File: src/rtl/fetch_redirect_ctrl.sv
// Fetch redirect sequencer: PC enable, slot-1/slot-2 redirect pulses, pending buffer and flush window.
// Optional performance counters are enabled by defining FC_PERF_CNT_EN.
module fetch_redirect_ctrl #(
    parameter int PC_WIDTH     = 32,
    parameter int FLUSH_CYCLES = 2
) (
    input  logic                fc_i_clk,
    input  logic                fc_i_rst,
    input  logic                fc_i_en,
    input  logic                fc_i_stall,
    input  logic                fc_i_br_valid_1,
    input  logic [PC_WIDTH-1:0] fc_i_br_target_1,
    input  logic                fc_i_br_valid_2,
    input  logic [PC_WIDTH-1:0] fc_i_br_target_2,
    output logic                fc_o_pc_ce,
    output logic                fc_o_change_pc_1,
    output logic                fc_o_change_pc_2,
    output logic [PC_WIDTH-1:0] fc_o_pc_1,
    output logic [PC_WIDTH-1:0] fc_o_pc_2,
    output logic                fc_o_flush,
    output logic                fc_o_pending,
`ifdef FC_PERF_CNT_EN
    output logic [31:0]         fc_o_redirect_cnt,
    output logic [31:0]         fc_o_stall_cnt,
`endif
    output logic [1:0]          fc_o_state
);

    typedef enum logic [1:0] {
        IDLE  = 2'd0,
        RUN   = 2'd1,
        HOLD  = 2'd2,
        FLUSH = 2'd3
    } state_t;

    localparam logic [3:0] FLUSH_LOAD = 4'(FLUSH_CYCLES);

    state_t              state;
    logic [3:0]          flush_cnt;
    logic                buf_valid;
    logic                buf_slot2;
    logic [PC_WIDTH-1:0] buf_target;

    logic                br_any;
    logic                br_slot2;
    logic [PC_WIDTH-1:0] br_target;
    logic                from_buf;
    logic                issue;
    logic                issue_slot2;
    logic [PC_WIDTH-1:0] issue_target;

    // Slot 1 is older, so when both request, slot 2 is on the wrong path.
    assign br_any    = fc_i_br_valid_1 | fc_i_br_valid_2;
    assign br_slot2  = ~fc_i_br_valid_1;
    assign br_target = fc_i_br_valid_1 ? fc_i_br_target_1 : fc_i_br_target_2;

    // A buffered redirect is older than anything arriving now and wins.
    assign from_buf     = (state == HOLD) && buf_valid;
    assign issue        = fc_i_en && !fc_i_stall &&
                          (((state == RUN) && br_any) || ((state == HOLD) && (buf_valid || br_any)));
    assign issue_slot2  = from_buf ? buf_slot2  : br_slot2;
    assign issue_target = from_buf ? buf_target : br_target;

    assign fc_o_state = state;

    always_ff @(posedge fc_i_clk or negedge fc_i_rst) begin
        if (!fc_i_rst) begin
            state            <= IDLE;
            flush_cnt        <= 4'd0;
            buf_valid        <= 1'b0;
            buf_slot2        <= 1'b0;
            buf_target       <= '0;
            fc_o_pc_ce       <= 1'b0;
            fc_o_change_pc_1 <= 1'b0;
            fc_o_change_pc_2 <= 1'b0;
            fc_o_pc_1        <= '0;
            fc_o_pc_2        <= '0;
            fc_o_flush       <= 1'b0;
            fc_o_pending     <= 1'b0;
        end else if (!fc_i_en) begin
            state            <= IDLE;
            flush_cnt        <= 4'd0;
            buf_valid        <= 1'b0;
            buf_slot2        <= 1'b0;
            buf_target       <= '0;
            fc_o_pc_ce       <= 1'b0;
            fc_o_change_pc_1 <= 1'b0;
            fc_o_change_pc_2 <= 1'b0;
            fc_o_flush       <= 1'b0;
            fc_o_pending     <= 1'b0;
        end else begin
            fc_o_change_pc_1 <= 1'b0;
            fc_o_change_pc_2 <= 1'b0;
            if (issue) begin
                fc_o_change_pc_1 <= ~issue_slot2;
                fc_o_change_pc_2 <= issue_slot2;
                if (issue_slot2) fc_o_pc_2 <= issue_target;
                else             fc_o_pc_1 <= issue_target;
                fc_o_pc_ce   <= 1'b1;
                fc_o_flush   <= 1'b1;
                flush_cnt    <= FLUSH_LOAD;
                buf_valid    <= 1'b0;
                fc_o_pending <= 1'b0;
                state        <= FLUSH;
            end else begin
                case (state)
                    IDLE: begin
                        fc_o_pc_ce <= 1'b1;
                        state      <= RUN;
                    end
                    RUN: begin
                        if (fc_i_stall) begin
                            fc_o_pc_ce <= 1'b0;
                            state      <= HOLD;
                            if (br_any) begin
                                buf_valid    <= 1'b1;
                                buf_slot2    <= br_slot2;
                                buf_target   <= br_target;
                                fc_o_pending <= 1'b1;
                            end
                        end else begin
                            fc_o_pc_ce <= 1'b1;
                        end
                    end
                    HOLD: begin
                        if (!fc_i_stall) begin
                            fc_o_pc_ce <= 1'b1;
                            state      <= RUN;
                        end else begin
                            fc_o_pc_ce <= 1'b0;
                            if (br_any && !buf_valid) begin
                                buf_valid    <= 1'b1;
                                buf_slot2    <= br_slot2;
                                buf_target   <= br_target;
                                fc_o_pending <= 1'b1;
                            end
                        end
                    end
                    FLUSH: begin
                        fc_o_pc_ce <= ~fc_i_stall;
                        if (flush_cnt <= 4'd1) begin
                            flush_cnt  <= 4'd0;
                            fc_o_flush <= 1'b0;
                            state      <= fc_i_stall ? HOLD : RUN;
                        end else begin
                            flush_cnt <= flush_cnt - 4'd1;
                        end
                    end
                    default: state <= IDLE;
                endcase
            end
        end
    end

`ifdef FC_PERF_CNT_EN
    always_ff @(posedge fc_i_clk or negedge fc_i_rst) begin
        if (!fc_i_rst) begin
            fc_o_redirect_cnt <= 32'd0;
            fc_o_stall_cnt    <= 32'd0;
        end else begin
            if (issue) fc_o_redirect_cnt <= fc_o_redirect_cnt + 32'd1;
            if ((state != IDLE) && fc_i_stall) fc_o_stall_cnt <= fc_o_stall_cnt + 32'd1;
        end
    end
`endif

endmodule

File: config.mk
export PLATFORM = sky130hd
export DESIGN_NAME = fetch_redirect_ctrl
export DESIGN_NICKNAME = d
export VERILOG_FILES = /design/src/rtl/fetch_redirect_ctrl.sv
export SDC_FILE = /design/constraint.sdc
export NUM_CORES = 1
export LEC_CHECK = 0
export CAP_MARGIN = 20
export CELL_PAD_IN_SITES_DETAIL_PLACEMENT = 0
export CELL_PAD_IN_SITES_GLOBAL_PLACEMENT = 1
export CORE_ASPECT_RATIO = 1.1
export CORE_MARGIN = 10
export CORE_UTILIZATION = 29
export CTS_CLUSTER_DIAMETER = 200
export DETAILED_ROUTE_END_ITERATION = 10
export GPL_TIMING_DRIVEN = 0
export PLACE_DENSITY_LB_ADDON = 0.1
export SYNTH_ARGS = -nofsm -noshare
export SYNTH_HDL_FRONTEND = slang
export SYNTH_SLANG_ARGS = --single-unit
File: constraint.sdc
create_clock -name fc_i_clk -period 1.8 [get_ports fc_i_clk]
set_input_delay 0.27 -clock fc_i_clk [delete_from_list [all_inputs] [get_ports fc_i_clk]]
set_output_delay 0.27 -clock fc_i_clk [all_outputs]
set_load 0.005 [all_outputs]
; ---- Word-level counts from Yosys, hierarchy flattened
; Index checks and enable logic that the tools add are counted.
[classes]
addsub = 1
reduce_logical = 18
n_bitwise = 4
magnitude_cmp = 1
muxes = 47
n_eq_ne = 18
[ops]
columns = op, n
row1 = two-way mux 32 bit, 8
row2 = one-hot mux 32 bit (2 select lines), 1
row3 = two-way mux 1 bit, 24
row4 = "inequality test 4 bit, second input constant", 5
row5 = two-way mux 4 bit, 4
row6 = two-way mux 2 bit, 6
row7 = "inequality test 3 x 1 -> 1 bit, second input constant", 3
row8 = "inequality test 3 bit, second input constant", 3
row9 = AND reduction 3 bit, 3
row10 = one-hot mux 2 bit (4 select lines), 1
row11 = logical AND 1 bit, 6
row12 = AND reduction 6 bit, 1
row13 = AND reduction 5 bit, 1
row14 = "== test 2 bit, second input constant", 2
row15 = "less-or-equal comparator 4 x 1 -> 1 bit, second input constant", 1
row16 = "inequality test 4 x 1 -> 1 bit, second input constant", 1
row17 = "inequality test 4 x 3 -> 1 bit, second input constant", 1
row18 = one-hot mux 1 bit (2 select lines), 2
row19 = "subtractor 4 x 1 -> 4 bit, second input constant", 1
row20 = "inequality test 3 x 2 -> 1 bit, second input constant", 1
row21 = inverter 1 bit, 3
row22 = one-hot mux 1 bit (3 select lines), 1
row23 = "== test 2 x 1 -> 1 bit, second input constant", 1
row24 = zero test 1 bit, 2
row25 = 6 further kinds, 7
[word_totals]
output_inout_bits = 71
in_bits = 70
regBits = 108

; ---- Depth between registers and ports, before layout
[depth]
word_depth = 7
depth_mapped = 9

; ---- Worst setup path before layout
; OpenSTA, ideal clock, no wires.
[synth_timing]
path_type = register to register
from = register state[0] (netlist: fc_o_state[0])
to = register fc_o_pc_2[29]
path_stages_with_launch = 9
required_ns = 1.672
period_less_slack_ns = 1.881
setup_ns = 0.128
slack_ns = -0.081
t_arrival_ns = 1.753
n_path_buf = 2
path_cell_list = dfrtp_1 -> inv_1 -> ha_1 -> buf_6 -> a21oi_1 -> nand2_1 -> a21oi_4 -> buf_6 -> mux2_1
[synth_via]
elab_chain_len = 5
word_cells_on_any_way = 10
[synth_rtl]
columns = element, line_no
row1 = from (decl), 38  ; state_t state;
row2 = from (signal assigned), 144  ; state <= fc_i_stall ? HOLD : RUN;
row3 = == test 2 x 1 -> 1 bit / == test 2 bit (equally long branches), "60, 58"
row4 = logical AND 1 bit, 60  ; (((state == RUN) && br_any) || ((state == HOLD) && (buf_valid || br_any)));
row5 = logical OR 1 bit, 60
row6 = logical AND 1 bit, 59  ; assign issue = fc_i_en && !fc_i_stall &&
row7 = AND reduction 3 bit (no source line), --
row8 = to (signal assigned), 97  ; if (issue_slot2) fc_o_pc_2 <= issue_target;
row9 = to (decl), 19  ; output logic [PC_WIDTH-1:0] fc_o_pc_2,
; Several ways; a longest one is shown, not always the timed one.
; A chain may end at the register's enable or synchronous reset.

; ---- Worst setup path in the final report
[layout_timing]
from = register state[0] (netlist: fc_o_state[0])
to = register flush_cnt[3]
[layout_via]
elab_chain_len = 6
word_cells_on_any_way = 10
[layout_rtl]
columns = element, line_no
row1 = == test 2 x 1 -> 1 bit / == test 2 bit (equally long branches), 60
row2 = logical AND 1 bit, 60
row3 = logical OR 1 bit, 60
row4 = logical AND 1 bit, 59
row5 = two-way mux 4 bit, 94  ; if (issue) begin
row6 = two-way mux 4 bit, 80  ; end else if (!fc_i_en) begin
row7 = to (signal assigned), 146  ; flush_cnt <= flush_cnt - 4'd1;
row8 = to (decl), 39  ; logic [3:0] flush_cnt;
; Several ways; a longest one is shown, not always the timed one.

==> results.toml <==
[worst_setup_path]
data_required_time_at_the_worst_endpoint_ps = 2070
arrival_ps = 2090
timing.critical_path.mode_cell = "sky130_fd_sc_hd__buf_6"
path_cells = "buf_6 -> buf_6 -> ha_4 -> buf_6 -> or4b_4 -> or3_1 -> a21oi_2"
critPathMaxFanout = 5
critical_path_depth = 7
start_kind = "register"
critPathSlowestCell = "sky130_fd_sc_hd__or4b_4"
ff2ff_path_depth = 7
crit_path_category = "reg2reg"
critical-path-top-delay-family = "simple AND/OR/NAND/NOR gates"
crit_path_max_incr_delay_ps = 450
critical_path.endpoint_type = "register"
cp_num_buf_inv = 3

[final_layout]
fraction_of_layout_instances_using_a_drive_strength_above_1_pct = 18.6
net_count_of_the_finished_layout = 715
post-route-cell-area_um2 = 7720
num_antenna_cells = 0
final_core_utilization_pct = 44.9
area.growth.synth_to_final_pct = 50.6

[placed_design]
portBuffers = 139
placed_area_um2 = 6850
dp_worst_setup_slack_ps = -443
hpwl_um = 11200
finalWeightedCongestion = 0.731

[drt]
detailedRoute.firstPassIterationCount = 4
detail_route.wl_per_cell_um = 17.9
drcViolationCount = 0
via_per_inst = 4.54
dr.first_iter.drc_count = 151
drtAntennaViolNets = 0
routed_wl_um = 15700
route.vias.total = 3989

[grt]
grt_use_total_pct = 13.0
residual_overflow_from_global_routing = 0
grt_pass1_vias = 4256
grt_max_degree = 61
grt_antenna_before_repair = 0
global_route_wire_length_before_repair_um = 24400

[timing]
grt_setup_unrepaired = "yes"
slew_headroom_pct = 58.7
max_slew.worst_pin.slew_ps = 614
highest_clock_rate_mhz = 550
hold_violations = 0
min_period_over_period_pct = 101
total_count_of_max_transition_violations_in_the_final_report = 0
post-route-worst-setup-slack_ps = -19.2
setup_viol = 11
timing.final.crit_period_ps = 1820
skew_ps = 9.31

[synth]
fraction_of_registers_with_async_set_reset_pct = 100
mappedNetlistNets = 539
synth.largest_area_cell = "sky130_fd_sc_hd__dfrtp_1"
syn-instance-count = 463
synth-main-ff-cell = "sky130_fd_sc_hd__dfrtp_1"
synth_seq_cells = 108
yosys.cell_types.count = 36
syn-mean-instance-area_um2 = 11.1
netlist_area_um2 = 5130
number_of_flops_mapped_to_enable_cells_by_yosys = 0
synth.top_cells.by_area = "sky130_fd_sc_hd__dfrtp_1 (53%), sky130_fd_sc_hd__mux2i_1 (10%), sky130_fd_sc_hd__o211a_1 (6.2%)"
synth-seq-area-share_pct = 52.7
yosysTopAreaCellShare_pct = 52.7
synth-warning-count = 0

[power]
switchingPower_w = 0.00243
part_of_the_total_power_dissipated_in_sequential_elements_pct = 40.0
swShare_pct = 27.3
ir_worst_vdd_mv = 0.586
leakage_nw = 3.79
pwr_density_cell_nw_per_um2 = 1150
p_int_w = 0.00646
combinationalPowerShare_pct = 35.0
power.clock.fraction_pct = 25.0

[die]
die_width_um = 147
dieArea_um2 = 23400
boundaryPins = 141
placeableCoreArea_um2 = 17200
start_util_pct = 29.8
floorplan.die.height_um = 159
core.rowCount = 50

[clock_network]
clk_transition_reported_paths_ps = 70
tritoncts = "done"
cts-buffers-inserted = 9
cts.path.max_buffers = 2
clock_insertion_delay_worst_skew_ps = 350
clk_sinks = 108
clk_root_buffer_cell = "sky130_fd_sc_hd__clkbuf_16"
cts_max_level = 3

[status]
violations_in_the_final_reports = "negative setup slack"
run_status = "complete, but fails checks"

[run]
max_cap_viol_count = 0

[worst_hold_path]
hold_path_class = "in2async"
final timing paths:
check / slack, ps / start / to
worst max-delay path: -20 / fc_o_state[0] / flush_cnt[3]
worst min-delay path: 420 / fc_i_rst / fc_o_pc_1[5]
worst max register to register: -20 / fc_o_state[0] / flush_cnt[3]
worst min register to register: 490 / fc_o_pc_1[11] / fc_o_pc_1[11]
max in group asynchronous: 700 / fc_i_rst / buf_target[19]
min in group fc_i_clk: 470 / fc_i_br_valid_1 / buf_target[22]
per-layer routing:
layer  share of wire (%)  vias up  global-route usage [%]
met2                  47      114                    20.4
met1                  47     1914                    16.9
met5                   0        -                       0
met4                 1.3        0                    3.14
met3                 5.5       13                    4.17
li1                    -     1948                       -
cell type report:
cell class	count	area [µm²]
plain buffers	30	259
clock buffers	11	253
clock inverters	5	82.6
fillers	1606	9480
inverters	25	106
multi-input cells	299	2300
flip-flops and latches	108	2700
well taps	234	293
repair buffers	166	1720
synth_stat cells, drive strengths merged (3+ instances only):
library cell and count:
o211a 32, o21ai 40, buf 22, nand2 75
mux2i 52, mux2 29, dfrtp 108, a21oi 21
nor2 21, nor3 4, clkbuf 9, o31a 3
ha 6, inv 25
cell usage in the layout, fill, tap and decap left out, types with 2 or more instances in the layout:
cell,netlist,routed
sky130_fd_sc_hd__clkdlybuf4s50_1,0,138
sky130_fd_sc_hd__dfrtp_1,108,107
sky130_fd_sc_hd__nand2_1,75,72
sky130_fd_sc_hd__mux2i_1,52,52
sky130_fd_sc_hd__o211a_1,32,32
sky130_fd_sc_hd__o21ai_0,39,27
sky130_fd_sc_hd__mux2_4,9,25
sky130_fd_sc_hd__inv_1,24,22
sky130_fd_sc_hd__buf_4,8,20
sky130_fd_sc_hd__nor2_1,21,20
sky130_fd_sc_hd__a21oi_1,20,18
sky130_fd_sc_hd__o21ai_1,0,12
sky130_fd_sc_hd__clkbuf_16,0,10
sky130_fd_sc_hd__buf_6,4,9
sky130_fd_sc_hd__buf_12,0,6
sky130_fd_sc_hd__buf_2,9,5
sky130_fd_sc_hd__clkbuf_2,0,5
sky130_fd_sc_hd__buf_8,1,4
sky130_fd_sc_hd__mux2_2,9,4
sky130_fd_sc_hd__clkbuf_1,9,3
sky130_fd_sc_hd__nor3_1,4,3
sky130_fd_sc_hd__o31a_1,3,3
sky130_fd_sc_hd__ha_1,6,3
sky130_fd_sc_hd__ha_4,0,3
sky130_fd_sc_hd__inv_2,0,2
sky130_fd_sc_hd__a21oi_4,1,2
sky130_fd_sc_hd__nand2_2,0,2
sky130_fd_sc_hd__and2_1,2,2
sky130_fd_sc_hd__clkbuf_4,0,2
sky130_fd_sc_hd__or3_1,2,2
sky130_fd_sc_hd__bufinv_16,0,2
sky130_fd_sc_hd__clkbuf_8,0,2
sky130_fd_sc_hd__buf_16,0,2
stage by stage:
step	setup TNS (ps)	hold WS [ps]	power, W	cells
final	-159	421	0.00889	878
after global routing	-2460	467	0.00945	878
after CTS	-2960	445	0.00890	868
after detailed placement	-30130	252	0.00646	837
after global placement	-447080	465	0.00642	836
after floorplan	-10.4	-25.6	0.00456	463
state kept, by name (all words and copies together), names as in the netlist, 2 cells and up:
signal	flops
flush_cnt	4
buf_target	32
fc_o_state	2
fc_o_pc_1	32
fc_o_pc_2	32
power groups by stage:
stage | clock network (W) | registers [W] | logic, W
2_1_floorplan | 0 | 0.00360 | 0.000956
3_3_place_gp | 0 | 0.00357 | 0.00285
3_5_place_dp | 0 | 0.00359 | 0.00288
4_1_cts | 0.00228 | 0.00356 | 0.00306
5_1_grt | 0.00240 | 0.00365 | 0.00340
6_report | 0.00222 | 0.00356 | 0.00311
repair_timing:
action | 4_1_cts | 5_1_grt
setup buffers | 13 | 10
setup endpoints to repair | 99 | 98
resized for setup | 35 | 50
cloned | 1 | 1
hold buffers | 1 | 0
hold endpoints to repair | 48 | 0
pin swaps | 2 | 7
cell families after synthesis:
logic type	count (synthesis)	share of synthesized area [%]
simple gates	112	9.30
compound gates	100	13.6
mux	81	17.2
buf+inv	56	5.76
flops	108	52.7
fa+ha+maj	6	1.46
Note: power is estimated with default switching activity, not from simulation.
